<file path="src/rtl/song_sequencer_if.sv">
// Control, memory and status signals between a song sequencer and the logic driving it.
interface song_sequencer_if;
  logic       start;
  logic       pause;
  logic       stop;
  logic [7:0] mem_index;
  logic [9:0] mem_note;
  logic [9:0] note_out;
  logic       playing;
  logic       beat_pulse;
  logic       done;

  modport master (
    output start, pause, stop, mem_note,
    input  mem_index, note_out, playing, beat_pulse, done
  );

  modport slave (
    input  start, pause, stop, mem_note,
    output mem_index, note_out, playing, beat_pulse, done
  );
endinterface

</file>
<file path="src/rtl/song_sequencer.sv">
// Steps through a note memory, one note per BEAT_TICKS cycles with a trailing silent gap,
// with start/restart, pause/resume and stop controls.
module song_sequencer #(
  parameter int BEAT_TICKS = 25_000_000,
  parameter int GAP_TICKS  = 2_500_000,
  parameter int SONG_LEN   = 31
) (
  input  logic              clk,
  input  logic              rst_n,
  song_sequencer_if.slave   sq
);
  localparam int CW = (BEAT_TICKS > 1) ? $clog2(BEAT_TICKS) : 1;
  localparam logic [CW-1:0] PLAY_LAST = CW'(BEAT_TICKS - GAP_TICKS - 1);
  localparam logic [CW-1:0] GAP_LAST  = CW'((GAP_TICKS > 0) ? GAP_TICKS - 1 : 0);
  localparam logic [7:0]    LAST_IDX  = 8'(SONG_LEN - 1);

  if (GAP_TICKS >= BEAT_TICKS || GAP_TICKS < 0 || SONG_LEN < 1 || SONG_LEN > 256) begin : g_bad_params
    $error("song_sequencer: require 0 <= GAP_TICKS < BEAT_TICKS and 1 <= SONG_LEN <= 256");
  end

  typedef enum logic [2:0] {S_IDLE, S_PLAY, S_GAP, S_PAUSED, S_DONE} state_e;

  state_e        state_q, state_d, ret_q, ret_d;
  logic [CW-1:0] cnt_q, cnt_d;
  logic [7:0]    idx_q, idx_d;
  logic [9:0]    note_q, note_d;
  logic          beat_q, beat_d;
  logic          step_end;

  always_ff @(posedge clk or negedge rst_n) begin
    if (!rst_n) begin
      state_q <= S_IDLE;
      ret_q   <= S_PLAY;
      cnt_q   <= '0;
      idx_q   <= '0;
      note_q  <= '0;
      beat_q  <= 1'b0;
    end else begin
      state_q <= state_d;
      ret_q   <= ret_d;
      cnt_q   <= cnt_d;
      idx_q   <= idx_d;
      note_q  <= note_d;
      beat_q  <= beat_d;
    end
  end

  always_comb begin
    state_d  = state_q;
    ret_d    = ret_q;
    cnt_d    = cnt_q;
    idx_d    = idx_q;
    note_d   = note_q;
    beat_d   = 1'b0;
    step_end = 1'b0;
    if (sq.stop) begin
      state_d = S_IDLE;
      cnt_d   = '0;
      idx_d   = '0;
      note_d  = '0;
    end else begin
      case (state_q)
        S_IDLE, S_DONE: begin
          note_d = '0;
          if (sq.start) begin
            state_d = S_PLAY;
            cnt_d   = '0;
            idx_d   = '0;
          end
        end
        S_PLAY: begin
          if (sq.start) begin
            state_d = S_PLAY;
            cnt_d   = '0;
            idx_d   = '0;
            note_d  = '0;
          end else if (sq.pause) begin
            state_d = S_PAUSED;
            ret_d   = S_PLAY;
            note_d  = '0;
          end else begin
            note_d = sq.mem_note;
            if (cnt_q == PLAY_LAST) begin
              cnt_d = '0;
              // With no gap the step ends here and the note keeps sounding into the next one
              if (GAP_TICKS != 0) begin
                state_d = S_GAP;
                note_d  = '0;
              end else begin
                step_end = 1'b1;
              end
            end else begin
              cnt_d = cnt_q + 1'b1;
            end
          end
        end
        S_GAP: begin
          note_d = '0;
          if (sq.start) begin
            state_d = S_PLAY;
            cnt_d   = '0;
            idx_d   = '0;
          end else if (sq.pause) begin
            state_d = S_PAUSED;
            ret_d   = S_GAP;
          end else if (cnt_q == GAP_LAST) begin
            cnt_d    = '0;
            step_end = 1'b1;
          end else begin
            cnt_d = cnt_q + 1'b1;
          end
        end
        S_PAUSED: begin
          note_d = '0;
          if (sq.start || sq.pause) state_d = ret_q;
        end
        default: begin
          state_d = S_IDLE;
          cnt_d   = '0;
          idx_d   = '0;
          note_d  = '0;
        end
      endcase

      if (step_end) begin
        if (idx_q == LAST_IDX) begin
          state_d = S_DONE;
          note_d  = '0;
        end else begin
          state_d = S_PLAY;
          idx_d   = idx_q + 8'd1;
          beat_d  = 1'b1;
        end
      end
    end
  end

  assign sq.mem_index  = idx_q;
  assign sq.note_out   = note_q;
  assign sq.beat_pulse = beat_q;
  assign sq.playing    = (state_q == S_PLAY) || (state_q == S_GAP);
  assign sq.done       = (state_q == S_DONE);
endmodule

</file>
<file path="src/flat_wrapper.sv">
// flat-port wrapper written by rule: the top's interface ports become plain ports
module song_sequencer_flat 
#(
  parameter int BEAT_TICKS = 25_000_000,
  parameter int GAP_TICKS  = 2_500_000,
  parameter int SONG_LEN   = 31
)
  (clk, rst_n, sq_start, sq_pause, sq_stop, sq_mem_note, sq_mem_index, sq_note_out, sq_playing, sq_beat_pulse, sq_done);
  song_sequencer_if sq_i ();
  input  logic clk;
  input  logic rst_n;
  input wire logic [$bits(sq_i.start)-1:0] sq_start;
  input wire logic [$bits(sq_i.pause)-1:0] sq_pause;
  input wire logic [$bits(sq_i.stop)-1:0] sq_stop;
  input wire logic [$bits(sq_i.mem_note)-1:0] sq_mem_note;
  output wire logic [$bits(sq_i.mem_index)-1:0] sq_mem_index;
  output wire logic [$bits(sq_i.note_out)-1:0] sq_note_out;
  output wire logic [$bits(sq_i.playing)-1:0] sq_playing;
  output wire logic [$bits(sq_i.beat_pulse)-1:0] sq_beat_pulse;
  output wire logic [$bits(sq_i.done)-1:0] sq_done;
  assign sq_i.start = sq_start;
  assign sq_i.pause = sq_pause;
  assign sq_i.stop = sq_stop;
  assign sq_i.mem_note = sq_mem_note;
  assign sq_mem_index = sq_i.mem_index;
  assign sq_note_out = sq_i.note_out;
  assign sq_playing = sq_i.playing;
  assign sq_beat_pulse = sq_i.beat_pulse;
  assign sq_done = sq_i.done;
  song_sequencer #(.BEAT_TICKS(BEAT_TICKS), .GAP_TICKS(GAP_TICKS), .SONG_LEN(SONG_LEN)) u_core (.clk(clk), .rst_n(rst_n), .sq(sq_i));
endmodule
</file>
<file path="config.mk">
export PLATFORM = sky130hd
export DESIGN_NAME = song_sequencer_flat
export DESIGN_NICKNAME = d
export VERILOG_FILES = /design/src/rtl/song_sequencer_if.sv /design/src/rtl/song_sequencer.sv /design/src/flat_wrapper.sv
export SDC_FILE = /design/constraint.sdc
export NUM_CORES = 1
export LEC_CHECK = 0
export BUFFER_PORTS_ARGS = -buffer_cell sky130_fd_sc_hd__buf_2
export CORE_MARGIN = 5
export CORE_UTILIZATION = 25
export CTS_BUF_LIST = sky130_fd_sc_hd__clkbuf_2 sky130_fd_sc_hd__clkbuf_4 sky130_fd_sc_hd__clkbuf_8
export DETAILED_ROUTE_END_ITERATION = 8
export GPL_TIMING_DRIVEN = 0
export PLACE_DENSITY = 0.4
export RECOVER_POWER = 50
export SLEW_MARGIN = 20
export SYNTH_ARGS = -nofsm -noshare
export SYNTH_HDL_FRONTEND = slang
export SYNTH_SLANG_ARGS = --single-unit
</file>
<file path="constraint.sdc">
create_clock -name clk -period 2 [get_ports clk]
set_input_delay 0.3 -clock clk [delete_from_list [all_inputs] [get_ports clk]]
set_output_delay 0.3 -clock clk [all_outputs]
set_load 0.01 [all_outputs]
</file>
# After elaboration in Yosys (flattened, before gate mapping)
# Cells that the tools add are included.
# word_totals
register_bits	50
latch_bits	0
mem_bits_rw	0
romBits	0
inputBits	15
out_inout_bits	21
word_cells	82
mem_count	0
# classes
add_sub_neg	2
multipliers	0
n_div	0
order_cmp	0
eq_ne	19
shift	0
mux	45
bitwise_logic	1
reduce_logical	9
# ops
operator	count
two-way mux 25 bit	8
one-hot mux 25 bit (4 select lines)	1
two-way mux 10 bit	7
two-way mux 3 bit	14
two-way mux 8 bit	4
adder 25 x 1 -> 25 bit, second input constant	1
== test 25 x 22 -> 1 bit, second input constant	1
== test 25 bit, second input constant	1
one-hot mux 8 bit (2 select lines)	1
one-hot mux 3 bit (4 select lines)	1
!= test 2 bit, second input constant	5
adder 8 x 1 -> 8 bit, second input constant	1
== test 8 x 5 -> 1 bit, second input constant	1
two-way mux 1 bit	8
!= test 4 bit, second input constant	2
AND reduction 4 bit	2
== test 3 x 2 -> 1 bit, second input constant	2
!= test 6 x 5 -> 1 bit, second input constant	1
one-hot mux 3 bit (2 select lines)	1
AND reduction 6 bit	1
!= test 5 bit, second input constant	1
!= test 4 x 2 -> 1 bit, second input constant	1
!= test 4 x 3 -> 1 bit, second input constant	1
OR reduction 4 bit	1
8 further kinds	9

# Logic depth before layout (Yosys ltp)
# Gate-level depths: netlist of the first run.
# logic_depth
word_depth	8
ltp_mapped	8
depth_no_buf	7

# Least setup slack after synthesis of the first run
# Ideal clock, no wire load.
# synth_path
path_type	reg-to-reg
startpoint	register u_core.cnt_q[0]
endpoint	register u_core.cnt_q[6]
arrival_ns	1.990
t_required_ns	1.879
slack_ns	-0.111
stages_incl_launch_ff	9
cell_sequence	dfrtp_1 ha_1 and3_1 nand4_1 nor4_2 o21ai_1 buf_2 and2_1 a22o_1
# synth_via
elab_chain_cells	6
elab_cells_between_ends	11
cone_classes	1 x add/sub; 2 x eq/ne; 8 x mux
# synth_rtl
element	line	text
start: declaration	song_sequencer.sv:24	logic [CW-1:0] cnt_q, cnt_d;
start signal: assignment	song_sequencer.sv:41	cnt_q <= cnt_d;
adder 25 x 1 -> 25 bit (tied with other cells)	song_sequencer.sv:93, song_sequencer.sv:110	
two-way mux 25 bit (on tied branches)	song_sequencer.sv:106, song_sequencer.sv:83	
two-way mux 25 bit (on tied branches)	song_sequencer.sv:103, song_sequencer.sv:77	
two-way mux 25 bit (on tied branches)	song_sequencer.sv:99, song_sequencer.sv:72	
one-hot mux 25 bit (4 select lines) *	song_sequencer.sv:62	case (state_q)
two-way mux 25 bit *	song_sequencer.sv:56	if (sq.stop) begin
# Mark *: on every way between the ends. The rest lies on a longest branch, timed or not. The select of a mux whose other input is x is not followed.
# A chain may end at the register's enable or synchronous reset.

# Worst setup path after layout of the first run
# layout_path
startpoint	register u_core.state_q[0]
endpoint	register u_core.idx_q[1], in the netlist u_core.sq.mem_index[1]
# layout_via
elab_chain_cells	6
elab_cells_between_ends	12
cone_classes	4 x eq/ne; 6 x mux; 2 x reduce/logical
# layout_rtl
element	line	text
start: declaration	song_sequencer.sv:23	state_e state_q, state_d, ret_q, ret_d;
start signal: assignment	song_sequencer.sv:39	state_q <= state_d;
== test 3 bit (tied with other cells)	song_sequencer.sv:62	
OR reduction 4 bit (no line)	n/a	
one-hot mux 8 bit (2 select lines)	song_sequencer.sv:62	
two-way mux 8 bit	song_sequencer.sv:126	if (idx_q == LAST_IDX) begin
two-way mux 8 bit *	song_sequencer.sv:125	if (step_end) begin
two-way mux 8 bit *	song_sequencer.sv:56	
named net u_core.idx_d[1]	song_sequencer.sv:25	logic [7:0] idx_q, idx_d;
end signal: assignment	song_sequencer.sv:42	idx_q <= idx_d;
end: declaration	song_sequencer.sv:25	
# Mark *: on every way through the listed nets, which the timed path passes. The rest lies on a longest branch. The select of a mux whose other input is x is not followed.

==> impl_metrics.csv, run 1 <==
group,metric,value,unit
run_status,status,"finished with violations",
run_status,violations,"negative setup slack",
cells_and_area,drive_above_1_share,0.375,
logic_synthesis,ys_seq_area_frac,0.465,
floorplan,core_area,0.0103,mm²
timing,rsz0062_at_grt,"yes",
logic_synthesis,synth_warnings,0,
timing,slew_violations,0,
floorplan,dieArea,0.0127,mm²
floorplan,ioPinCount,36,
flow_run,maxCapViolCount,0,
cells_and_area,regArea,0.00123,mm²
worst_hold_path,hold_start,"sq_mem_note[0]",
logic_synthesis,synthCells,288,
drt,wl,7200,µm
global_routing,antenna_found_initial,0,
cts,htree_levels,2,
cells_and_area,syn_to_final_growth,39.0,%
critical_path,start_kind,"flop",
drt,dr_total_vias,2334,
floorplan,start_util,0.256,
timing,skew,0.0102,ns
power,p_per_area,591,mW/mm²
timing,period_needed,2.09,ns
drt,wl_per_cell,14.5,µm
global_routing,overflow,0,
global_routing,grt_pass1_wl,11900,µm
cells_and_area,instances_no_fill,496,
cells_and_area,fillers,1063,
critical_path,crit_path_max_fanout,8,
critical_path,arrival,2.34,ns
placed_design,place_inst,459,
timing,period_share,1.05,
cts,cts_inserted_buffers,5,
placed_design,gp_congestion,0.714,
logic_synthesis,synth-edff-count,0,
cells_and_area,final_common_cell,"dfrtp_1",
floorplan,rows,37,
logic_synthesis,synthArstFlopShare,1.00,
critical_path,critPathKind,"flop to flop",
global_routing,grtUsageTotal,0.112,
drt,post-route-drc-count,0,
cts,clock_path_buffers,2,
timing,finalSetupViolCount,10,
logic_synthesis,synth_top_cell_area_share,0.455,
placed_design,port_buffers,35,
logic_synthesis,ys_top_cells_by_area,"dfrtp_1 (46%), nand3_1 (4.2%), xnor2_1 (3.7%)",
drt,drt-pass1-iter-count,4,
cells_and_area,multi_input_area,0.00160,mm²
logic_synthesis,synthDistinctLibCells,54,
power,ir_drop,245,µV
power,p_leak,1.59,nW
drt,via_per_inst,4.71,
floorplan,die_width,113,µm
cells_and_area,utilization,0.355,
global_routing,grt_max_degree,50,
critical_path,reg2reg_from,"u_core.state_q[0]",
cells_and_area,layout_common_cells,"dfrtp_1 (45), buf_2 (35), buf_4 (25)",
timing,worstMarginPinSlew,1.28,ns
logic_synthesis,synth-main-ff-cell,"dfrtp_1",
placed_design,dp_hpwl,4700,µm
logic_synthesis,syn_area,0.00264,mm²
critical_path,cp-startpoint,"u_core.state_q[0]",
cts,insertion_delay,0.31,ns
timing,max-slew-margin-rel,0.145,
drt,drtAntennaViolNets,0,
timing,hold_violations,0,
logic_synthesis,synth_nets,306,
cts,clkSinkCount,49,
timing,fin_ws,-0.0927,ns
cells_and_area,final_nets,377,
critical_path,required,2.25,ns
logic_synthesis,yosysTopAreaCell,"dfrtp_1",
logic_synthesis,ys_ff_latch,49,
drt,dr.first_iter.drc_count,97,
floorplan,dieHeight,113,µm
cts,cts_tree,"yes",
global_routing,grt_pass1_vias,2349,
timing,fmax,0.478,GHz
cells_and_area,antenna_cells,0,
cts,path_clk_slew,0.10,ns
logic_synthesis,avgSynthCellArea,9.16,µm²
worst_hold_path,hold_class,"primary input to flop",
critical_path,cp-end-kind,"flop",
cts,root_buffer,"clkbuf_8",
-- metrics by stage --
stage          power (mW)  TNS (ns)  area [µm²]  hold slack, ns  worst slack, ns
2_1_floorplan        1.16         0        2640         0.00441           0.0199
3_3_place_gp         1.25    -14.42        2980           0.496           -0.531
3_5_place_dp         1.25    -13.98        2990           0.386           -0.538
4_1_cts              2.16    -0.450        3440          0.0409          -0.0987
5_1_grt              2.28     -3.93        3670           0.178           -0.163
6_report             2.17    -0.394        3670           0.195          -0.0927
-- repair_timing --
| item | CTS | global route |
|---|---|---|
| cloned | 1 | 1 |
| hold buffers | 0 | 0 |
| pin swaps | 12 | 31 |
| endpoints found under the setup margin | 44 | 45 |
| setup buffers | 23 | 5 |
| gates resized for setup | 36 | 50 |
-- power breakdown --
group	internal [mW]	switching, mW
clock network	0.504	0.361
registers	1.01	0.0154
logic	0.104	0.169
-- routing by layer --
layer  track usage  wire [µm]  up-vias
met1         0.152       3430     1134
li1              -          -     1166
met4        0.0377        116        0
met5             0          0        -
met2         0.181       3500       24
met3        0.0203        152       10
-- final timing paths --
check	to	slack [ns]	cells past startpoint
worst max-delay path	u_core.sq.mem_index[1]	-0.09	7
worst min-delay path	u_core.sq.note_out[0]	0.19	2
worst max register to register	u_core.sq.mem_index[1]	-0.09	7
worst min register to register	u_core.ret_q[1]	0.53	1
max in group asynchronous	u_core.cnt_q[19]	0.89	1
min in group asynchronous	u_core.cnt_q[11]	0.26	1
-- registers in the layout, summed over array words and instances (netlist names) --
register	count
u_core.state_q	3
u_core.ret_q	2
u_core.cnt_q	25
u_core.sq.note_out	10
u_core.sq.beat_pulse	1
u_core.sq.mem_index	8
-- critical path: stages (launching register included) --
cell and delay, ns:
dfrtp_1 0.46, or3b_1 0.47, nor3_4 0.19, nor3b_4 0.28, buf_4 0.18, nand2_8 0.07
mux2_4 0.31, nor2_2 0.07
-- synthesized netlist by cell type, drive strengths merged, types with 5 or more instances --
cell type and instances:
nor3 14, nand4 8, inv 7, nor4 7, and2 14, o21ai 14
xnor2 11, nor2 24, nand2 25, dfrtp 48, clkbuf 11, a21oi 18
nand3 22, or3 5, xor2 6, nor3b 6
-- cell type report --
cell class                      instances  share of cell area
Timing Repair Buffer                   65               0.114
Multi-Input combinational cell        217               0.437
Buffer                                 14              0.0229
Clock inverter                          3              0.0188
Clock buffer                            5              0.0188
Sequential cell                        49               0.336
Inverter                                7             0.00716
Tap cell                              136              0.0464
-- cells by family after synthesis --
kind of cell,synth area share
AO/OA/AOI/OAI,0.117
AND/OR/NAND/NOR,0.302
buffers and inverters,0.0332
flip-flops,0.465
XOR/XNOR,0.0564
adder cells (fa/ha/maj),0.0142
multiplexers,0.0123
Note: power is estimated with default switching activity, not from simulation.
==> inputs of run 2 (changes only) <==
- CORE_MARGIN: 5 -> default
==> impl_metrics.csv, run 2 (synthesis gave the netlist of run 1 again) <==
group,metric,value,unit
run_status,status,"finished with violations",
run_status,violations,"negative setup slack",
critical_path,arrival,2.26,ns
critical_path,r2r_setup_slack,-0.01,ns
power,p_seq_frac,0.502,
global_routing,grt_pass1_vias,2248,
floorplan,dieArea,0.0110,mm²
critical_path,cp-endpoint,"u_core.cnt_q[24]",
timing,period_needed,2.01,ns
cts,clkSinkCount,49,
timing,finalSetupTns,-0.0136,ns
global_routing,grt_pass1_wl,11400,µm
timing,finalSetupViolCount,1,
drt,post-route-drc-count,0,
power,p_leak,1.55,nW
timing,rsz0062_at_grt,"yes",
floorplan,dieHeight,105,µm
cells_and_area,syn_to_final_growth,34.5,%
cells_and_area,regArea,0.00123,mm²
global_routing,grtUsageTotal,0.128,
timing,skew,0.0109,ns
placed_design,gp_congestion,0.739,
floorplan,start_util,0.257,
power,intPower,1.52,mW
drt,dr.first_iter.drc_count,71,
critical_path,cp-startpoint,"u_core.state_q[0]",
critical_path,critPathKind,"flop to flop",
timing,fin_ws,-0.0136,ns
cells_and_area,fillers,1094,
cells_and_area,final_common_cell,"dfrtp_1",
cts,cts_inserted_buffers,5,
critical_path,required,2.25,ns
timing,fmax,0.497,GHz
global_routing,grtUsageMet1,0.181,
power,p_sw,0.531,mW
cells_and_area,final_nets,373,
power,sw_frac_of_total,0.259,
critical_path,reg2reg_from,"u_core.state_q[0]",
power,power_frac_comb,0.122,
flow_run,maxCapViolCount,0,
power,p_clk_frac,0.375,
cells_and_area,top_register,"u_core.cnt_q",
timing,worstMarginPinSlew,1.28,ns
power,ir_drop,259,µV
cts,cts_tree,"yes",
worst_hold_path,hold_class,"primary input to flop",
drt,dr_total_vias,2319,
cells_and_area,drive_above_1_share,0.337,
placed_design,port_buffers,35,
cts,clock_path_buffers,2,
critical_path,start_kind,"flop",
critical_path,r2r_end,"u_core.cnt_q[24]",
critical_path,crit_path_max_fanout,9,
placed_design,dp_hpwl,4530,µm
critical_path,r2r_cells,7,
cts,path_clk_slew,0.10,ns
timing,max-slew-margin-rel,0.149,
floorplan,die_width,105,µm
global_routing,grt_max_degree,50,
global_routing,overflow,0,
cts,cts_hold_buffers,0,
floorplan,ioPinCount,36,
drt,via_per_inst,4.71,
cells_and_area,multi_input_area,0.00152,mm²
timing,slew_violations,0,
timing,whs,0.185,ns
drt,drtAntennaViolNets,0,
global_routing,antenna_found_initial,0,
global_routing,met2_usage,0.200,
floorplan,core_area,0.0103,mm²
floorplan,rows,37,
cts,insertion_delay,0.31,ns
cts,root_buffer,"clkbuf_8",
critical_path,cp-end-kind,"flop",
cts,htree_levels,2,
power,p_per_area,578,mW/mm²
drt,drt-pass1-iter-count,6,
global_routing,gr-max-usage-layer,"met2",
drt,wl_per_cell,13.8,µm
cells_and_area,largest_reg_flops,25,
drt,wl,6780,µm
global_routing,met3_usage,0.0200,
cells_and_area,antenna_cells,0,
timing,period_share,1.01,
timing,hold_violations,0,
power,total_power,2.05,mW
cells_and_area,layout_common_cells,"dfrtp_1 (45), buf_2 (36), nand2_1 (23)",
-- run 2: worst min path at each step --
stage                    start                     to  slack, ns  cells past startpoint
2_1_floorplan            rst_n        u_core.cnt_q[0]      0.004                      0
3_3_place_gp   u_core.ret_q[1]        u_core.ret_q[1]       0.50                      1
3_5_place_dp             rst_n       u_core.cnt_q[10]       0.39                      1
4_1_cts                  rst_n       u_core.cnt_q[17]       0.04                      1
5_1_grt         sq_mem_note[4]  u_core.sq.note_out[4]       0.17                      2
6_report        sq_mem_note[5]  u_core.sq.note_out[5]       0.19                      2
-- run 2: what timing repair did --
action / in CTS / in global routing
resized for setup: 29 / 39
pin swaps: 9 / 10
buffers inserted: 20 / 5
gates cloned: 1 / 1
setup endpoints to repair: 44 / 45
-- run 2: metal layers --
| metal | vias up | routed length (µm) |
|---|---|---|
| li1 | 1166 | - |
| met1 | 1124 | 3400 |
| met2 | 23 | 3160 |
| met3 | 6 | 116 |
| met4 | 0 | 102 |
| met5 | - | 0 |
-- run 2: critical path: stages (launching register included) --
cell and delay, ns:
dfrtp_1 0.47, nand2_1 0.14, a21oi_1 0.09, o21ba_2 0.26, or3_4 0.38, buf_6 0.14, or3_1 0.36, a21oi_2 0.11
-- run 2: power groups by stage --
stage	logic (mW)	clock network [mW]	registers (mW)
finish	0.251	0.770	1.03
global route	0.280	0.843	1.03
floorplan	0.115	0	1.05
detailed placement	0.197	0	1.05
CTS	0.220	0.795	1.03
global placement	0.196	0	1.05
-- run 2: final cells by class --
type	count	area share
Multi-Input combinational cell	217	0.428
Sequential cell	49	0.347
Timing Repair Buffer	62	0.113
Tap cell	136	0.0480
Clock buffer	6	0.0233
Buffer	13	0.0226
Clock inverter	2	0.0106
Inverter	7	0.00740
-- run 2: through the flow --
stage / std cells / util / cell area (µm²) / setup WS [ns]
floorplan: 288 / - / 2640 / 0.0199
global placement: 459 / 0.290 / 2980 / -0.515
detailed placement: 459 / 0.291 / 2990 / -0.530
CTS: 487 / 0.328 / 3370 / -0.127
global route: 492 / 0.345 / 3550 / -0.137
finish: 492 / 0.345 / 3550 / -0.0136
